<file path="src/rtl/gs_raw_frame_packer.sv">
// Frames the raw sample stream into header / payload / checksum / trailer words for the host FIFO.
// Optional build macro GS_PACK_SEQ_EN adds a per-frame sequence word after the header.
module gs_raw_frame_packer #(
  parameter int unsigned BUF_DEPTH = 16,
  parameter logic [15:0] SYNC_HEAD = 16'hA55A,
  parameter logic [15:0] SYNC_TAIL = 16'h5AA5
) (
  input  logic        iClk,
  input  logic        iReset,
  input  logic        iRegAcCmd,
  input  logic [31:0] i32Cmd,
  input  logic        iWriteRawSignal,
  input  logic [15:0] i16RawSignal,
  input  logic        iFifoFull,
  output logic [15:0] o16FifoData,
  output logic        oFifoWren,
  output logic        oBusy,
  output logic        oDropErr
);

  localparam int unsigned AW = $clog2(BUF_DEPTH);
  localparam logic [AW:0] FullCnt = (AW + 1)'(BUF_DEPTH);

  // Each state names the word currently held in the output register.
  typedef enum logic [2:0] {
    StIdle, StHdr0, StHdr1, StHdr2, StSeq, StData, StSum, StTail
  } state_e;

  state_e      state_q, state_d;
  logic [31:0] cmd_q;
  logic [15:0] in_rem_q;
  logic [15:0] out_rem_q, out_rem_d;
  logic [15:0] sum_q, sum_d;
  logic [15:0] out_q, out_d;
  logic        valid_q, valid_d;
  logic        drop_q;
  logic        start;
  logic        load_payload;
  logic        pop;
  logic        accept;
  logic        wren;
  logic        slot_free;
  logic        busy;

  logic [15:0] buf_mem [BUF_DEPTH];
  logic [AW-1:0] wr_ptr_q, rd_ptr_q;
  logic [AW:0]   count_q;
  logic          buf_full, buf_empty;

`ifdef GS_PACK_SEQ_EN
  logic [15:0] seq_q;
  logic        seq_inc;
`endif

  assign busy      = (state_q != StIdle);
  assign wren      = valid_q & ~iFifoFull;
  assign slot_free = ~valid_q | wren;
  assign buf_full  = (count_q == FullCnt);
  assign buf_empty = (count_q == '0);
  assign accept    = iWriteRawSignal & busy & (in_rem_q != 16'd0) & ~buf_full;

  assign o16FifoData = out_q;
  assign oFifoWren   = wren;
  assign oBusy       = busy;
  assign oDropErr    = drop_q;

  always_comb begin
    state_d      = state_q;
    out_d        = out_q;
    valid_d      = valid_q & ~wren;
    sum_d        = sum_q;
    out_rem_d    = out_rem_q;
    pop          = 1'b0;
    start        = 1'b0;
    load_payload = 1'b0;
`ifdef GS_PACK_SEQ_EN
    seq_inc      = 1'b0;
`endif
    unique case (state_q)
      StIdle: begin
        if (iRegAcCmd) begin
          start     = 1'b1;
          out_d     = SYNC_HEAD;
          valid_d   = 1'b1;
          sum_d     = 16'd0;
          out_rem_d = i32Cmd[15:0];
          state_d   = StHdr0;
        end
      end
      StHdr0: begin
        if (wren) begin
          out_d   = cmd_q[31:16];
          valid_d = 1'b1;
          sum_d   = sum_q + cmd_q[31:16];
          state_d = StHdr1;
        end
      end
      StHdr1: begin
        if (wren) begin
          out_d   = cmd_q[15:0];
          valid_d = 1'b1;
          sum_d   = sum_q + cmd_q[15:0];
          state_d = StHdr2;
        end
      end
      StHdr2: begin
        if (wren) begin
`ifdef GS_PACK_SEQ_EN
          out_d   = seq_q;
          valid_d = 1'b1;
          sum_d   = sum_q + seq_q;
          state_d = StSeq;
`else
          load_payload = 1'b1;
`endif
        end
      end
      StSeq:  load_payload = wren;
      StData: load_payload = slot_free;
      StSum: begin
        if (wren) begin
          out_d   = SYNC_TAIL;
          valid_d = 1'b1;
          state_d = StTail;
        end
      end
      StTail: begin
        if (wren) begin
          state_d = StIdle;
`ifdef GS_PACK_SEQ_EN
          seq_inc = 1'b1;
`endif
        end
      end
      default: state_d = StIdle;
    endcase

    // Shared by every state that hands over to the payload: next sample, or the checksum.
    if (load_payload) begin
      if (out_rem_q != 16'd0) begin
        state_d = StData;
        if (!buf_empty) begin
          out_d     = buf_mem[rd_ptr_q];
          valid_d   = 1'b1;
          pop       = 1'b1;
          sum_d     = sum_q + buf_mem[rd_ptr_q];
          out_rem_d = out_rem_q - 16'd1;
        end
      end else begin
        out_d   = sum_q;
        valid_d = 1'b1;
        state_d = StSum;
      end
    end
  end

  always_ff @(posedge iClk or posedge iReset) begin
    if (iReset) begin
      state_q   <= StIdle;
      cmd_q     <= 32'd0;
      in_rem_q  <= 16'd0;
      out_rem_q <= 16'd0;
      sum_q     <= 16'd0;
      out_q     <= 16'd0;
      valid_q   <= 1'b0;
      drop_q    <= 1'b0;
    end else begin
      state_q   <= state_d;
      out_rem_q <= out_rem_d;
      sum_q     <= sum_d;
      out_q     <= out_d;
      valid_q   <= valid_d;
      if (start) begin
        cmd_q    <= i32Cmd;
        in_rem_q <= i32Cmd[15:0];
      end else if (accept) begin
        in_rem_q <= in_rem_q - 16'd1;
      end
      if ((iWriteRawSignal & ~accept) | (iRegAcCmd & busy)) begin
        drop_q <= 1'b1;
      end
    end
  end

  always_ff @(posedge iClk or posedge iReset) begin
    if (iReset) begin
      wr_ptr_q <= '0;
      rd_ptr_q <= '0;
      count_q  <= '0;
    end else begin
      if (accept) wr_ptr_q <= wr_ptr_q + 1'b1;
      if (pop)    rd_ptr_q <= rd_ptr_q + 1'b1;
      if (accept && !pop) begin
        count_q <= count_q + 1'b1;
      end else if (pop && !accept) begin
        count_q <= count_q - 1'b1;
      end
    end
  end

  always_ff @(posedge iClk) begin
    if (accept) buf_mem[wr_ptr_q] <= i16RawSignal;
  end

`ifdef GS_PACK_SEQ_EN
  always_ff @(posedge iClk or posedge iReset) begin
    if (iReset) begin
      seq_q <= 16'd0;
    end else if (seq_inc) begin
      seq_q <= seq_q + 16'd1;
    end
  end
`endif

endmodule

</file>
<file path="config.mk">
export PLATFORM = sky130hd
export DESIGN_NAME = gs_raw_frame_packer
export DESIGN_NICKNAME = d
export VERILOG_FILES = /design/src/rtl/gs_raw_frame_packer.sv
export SDC_FILE = /design/constraint.sdc
export NUM_CORES = 1
export LEC_CHECK = 0
export BUFFER_PORTS_ARGS = -buffer_cell sky130_fd_sc_hd__buf_2
export CAP_MARGIN = 25
export CORE_ASPECT_RATIO = 1.75
export CORE_MARGIN = 4
export CORE_UTILIZATION = 30
export DETAILED_ROUTE_END_ITERATION = 12
export GPL_TIMING_DRIVEN = 0
export PLACE_DENSITY = 0.47
export SETUP_SLACK_MARGIN = 0.15
export SKIP_LAST_GASP = 1
export SLEW_MARGIN = 40
export SYNTH_ARGS = -nofsm -noshare
export SYNTH_HDL_FRONTEND = slang
export SYNTH_SLANG_ARGS = --single-unit
</file>
<file path="constraint.sdc">
create_clock -name iClk -period 5.7 [get_ports iClk]
set_input_delay 0 -clock iClk [delete_from_list [all_inputs] [get_ports iClk]]
set_output_delay 0 -clock iClk [all_outputs]
set_load 0.005 [all_outputs]
</file>
==> results.txt <==
CP dominant cell by count -> buf_2
Slew @ Worst Pin -> 0.819 ns
FP Rows -> 118
Final Hold Vio Count -> 0
Max Fclk -> 193 MHz
Worst-Skew Late Latency -> 0.55 ns
Yosys reg bits -> 370
Clock buffer depth -> 3
Top_reg_cell synth -> edfxtp_1
# IOs -> 72
H-tree level count -> 2
TritonCTS clock tree -> done
Vias in the first global route -> 13139
Final Max Slew Viols -> 0
Largest net degree at the start of global routing -> 61
Post-synthesis compound-gate area fraction -> 13.1%
Post-Synth Adder-Cell Area -> 4.37%
Final Util -> 35.6%
Initial antenna violation count -> 1
Chip Height -> 331 um
Total track usage -> 18.2%
Rel. slew slack -> 45.4%
Synth Instances -> 1462
Critical path's top delay family -> compound AO/OA/AOI/OAI gates
Final min period -> 5.18 ns
Via count -> 12565
1st-iter DRT viols -> 728
Post-detail-place hpwl -> 42600 um
CTS Sinks -> 370
WS Path Type -> reg2reg
Post-Syn Nets -> 1575
WL/cell -> 23.9 um
Non-Filler Instances -> 2436
Crit-path cells -> buf_2, buf_2, clkbuf_4, buf_2, mux2i_1, a221oi_1, o21ai_0, nand2_1, ha_1, inv_1, fa_1, nor2b_1, o31ai_1, a21oi_1, a21oi_1, o31ai_1, a31oi_1, xnor2_1, a221o_1
Die width -> 193 um
Antenna viol nets, final -> 0
Placed cells -> 2314
Core ar. -> 0.0591 mm^2
Total Wirelength -> 58300 um
Drt drc -> 0
XOR/XNOR Fraction of Synth Area -> 2.89%
Clk pin slew, worst setup/hold paths -> 0.06 ns
Final Setup Violations -> 0
Area grow syn2layout -> 17.8%
Max FO, Critical Path -> 10
Final Cycle Share -> 90.8%
Fraction of final layout cells sized beyond drive strength 1 -> 13.4%
Remaining Overflow, GRT -> 0
NumNets Final -> 1738
Fraction of registers with async set/reset -> 30.8%
Synth Area per Inst -> 12.2 um^2
Critical Path Start Type -> register
Yosys warns -> 0
Drt first pass iters -> 6
Skew final -> 0.0284 ns
Sequential share of the synthesized area -> 59.0%
Post-synthesis mux area share -> 7.86%
Total Power -> 12.2 mW
Synth Area in Simple Gates -> 10.5%
EDFF count, synth -> 256
Slowest cell on the critical path -> o31ai_1
Filler cells -> 5819
Largest family of logic cells by synthesized area -> compound AO/OA/AOI/OAI gates
Leakage -> 7.85 nW
Die ar. -> 0.0637 mm^2
Setup bufs post-CTS -> 0
Root buf cell -> clkbuf_16
Syn Std Cell Area -> 0.0179 mm^2
Largest stage delay, worst path -> 0.45 ns
Initial Utilization -> 30.3%
Area of the multi-input gates -> 0.00695 mm^2
# port buffers -> 70
HP Class -> in2reg
Cell area power density -> 578 mW/mm^2
VDD IR max -> 0.224 mV
Max-cap violation count -> 0
First-pass GRT wire length -> 85500 um
Worst EP arrival -> 5.59 ns
Yosys cell types -> 63
CP Capture Type -> register
Reg area -> 0.0105 mm^2
Status -> completed
Via density -> 5.16
Worst path required time -> 6.11 ns
CP bufs+invs -> 5
RSZ-0062 raised after global routing -> false
Total CTS buffers -> 38
GP Congestion -> 0.922
-- power by group --
part           internal (mW)  switching, mW  leakage (nW)
clock network           1.42           1.10         0.592
logic                   2.17           3.48          3.59
registers               3.45          0.554          3.67
-- flip-flops by register name (all words and copies together) (netlist names) --
name and cells:
buf_mem 256, wr_ptr_q 4, sum_q 16, cmd_q 32, o16FifoData 16, oDropErr 1
count_q 5, rd_ptr_q 4, state_q 3, valid_q 1, out_rem_q 16, in_rem_q 16
-- logic make-up after synthesis --
group / Yosys count
DFF: 370
xor gates and xnor gates: 59
buffers and inverters: 103
AOI/OAI and AO/OA: 363
adders and majority gates: 60
muxes: 99
and+or+nand+nor: 408
-- final cells by class --
cell class                 instances  share of cell area, %
sequential                       370                   50.1
multi-input combinational        989                   33.0
timing repair buffer             123                   4.35
clock buffer                      49                   4.86
buffer                            70                   1.47
tap                              780                   4.64
clock inverter                    21                  0.981
inverter                          33                  0.624
antenna                            1                 0.0119
-- worst register-to-register path: stages (launching register included) --
cell and delay [ns]:
dfrtp_1 0.35, buf_2 0.25, buf_2 0.32, clkbuf_4 0.37, buf_2 0.44, mux2i_1 0.14, a221oi_1 0.30, o21ai_0 0.13
nand2_1 0.24, ha_1 0.25, inv_1 0.07, fa_1 0.43, nor2b_1 0.17, o31ai_1 0.13, a21oi_1 0.20, a21oi_1 0.18
o31ai_1 0.45, a31oi_1 0.17, xnor2_1 0.18, a221o_1 0.30
-- what timing repair did --
action,4_1_cts,5_1_grt
resized for setup,3,11
hold buffers,51,0
setup endpoints to repair,1,3
hold endpoints to repair,434,0
-- placed cells by master, fill, tap and decap left out, drive strengths merged, types with 11 or more instances in the layout --
cell,netlist,final
and2,24,24
a21o,12,12
nand2,181,181
dfrtp,114,114
or3,15,15
clkbuf,49,103
buf,21,88
nor3,24,24
nand2b,11,11
nand3,32,32
xnor2,33,33
mux2i,65,65
inv,33,34
xor2,26,26
mux4,33,33
a221oi,38,38
ha,56,56
a22oi,26,26
clkinv,0,14
nor2,78,78
dlygate4sd3,0,51
a21oi,85,85
o22ai,14,14
o21ai,102,102
o211ai,11,11
edfxtp,256,256
a211oi,16,16
-- synthesized netlist by cell type (5+ instances only) --
library cell    n  area, um^2
a211o_1         6        52.6
nor3_1         23         115
buf_2          18        90.1
a21o_1         12        90.1
mux2i_1        65         651
or4_1           5        37.5
or3_1          13        81.3
and3_1          9        56.3
o22ai_1        14        87.6
a221oi_1       38         333
a21oi_1        85         425
o31ai_1         5        37.5
o21bai_1        6        45.0
clkbuf_1       49         184
o21a_1          6        45.0
nand4_1         6        37.5
dfrtp_1       114        2850
edfxtp_1      256        7690
inv_1          33         124
a211oi_1       16         120
ha_1           56         701
nor4_1          8        50.1
nor2b_1         9        56.3
nor2_1         77         289
nand2b_1       11        68.8
o211ai_1       11        82.6
xnor2_1        33         289
nand2_1       181         679
a311oi_1        6        52.6
nand3_1        32         160
o21ai_0       101         505
mux4_2         33         743
xor2_1         26         228
and2_1         23         144
a22oi_1        26         195
-- routing by layer --
layer  track usage (%)  wire length (um)  vias up  part of all wire (%)
li1                  -                 -     5869                     -
met1              18.8             20600     6304                    35
met2              35.7             32800      296                    56
met3              1.86              1880       96                   3.2
met4              8.72              3010        0                   5.2
met5                 0                 0        -                     0
-- stage by stage --
step / hold slack [ns] / cell area [um^2] / setup TNS (ns) / setup slack [ns]
detailed placement: -0.0833 / 19300 / -0.00494 / -0.00494
global placement: 0.199 / 19200 / -0.0317 / -0.0317
global route: 0.0161 / 21100 / 0 / 0.159
CTS: 0.0237 / 21000 / 0 / 0.223
finish: 0.0237 / 21100 / 0 / 0.522
floorplan: 0.0989 / 17900 / 0 / 1.60
-- final timing paths --
path | to | slack [ns] | depth (start not counted) | from
max | sum_q[14] | 0.52 | 19 | rd_ptr_q[0]
max reg2reg | sum_q[14] | 0.52 | 19 | rd_ptr_q[0]
min in group asynchronous | in_rem_q[10] | 0.52 | 4 | iReset
min reg2reg | oDropErr | 0.48 | 2 | oDropErr
max in group asynchronous | cmd_q[28] | 4.37 | 6 | iReset
min | in_rem_q[1] | 0.02 | 3 | i32Cmd[1]
No activity file was read; power rests on OpenSTA's default activity.
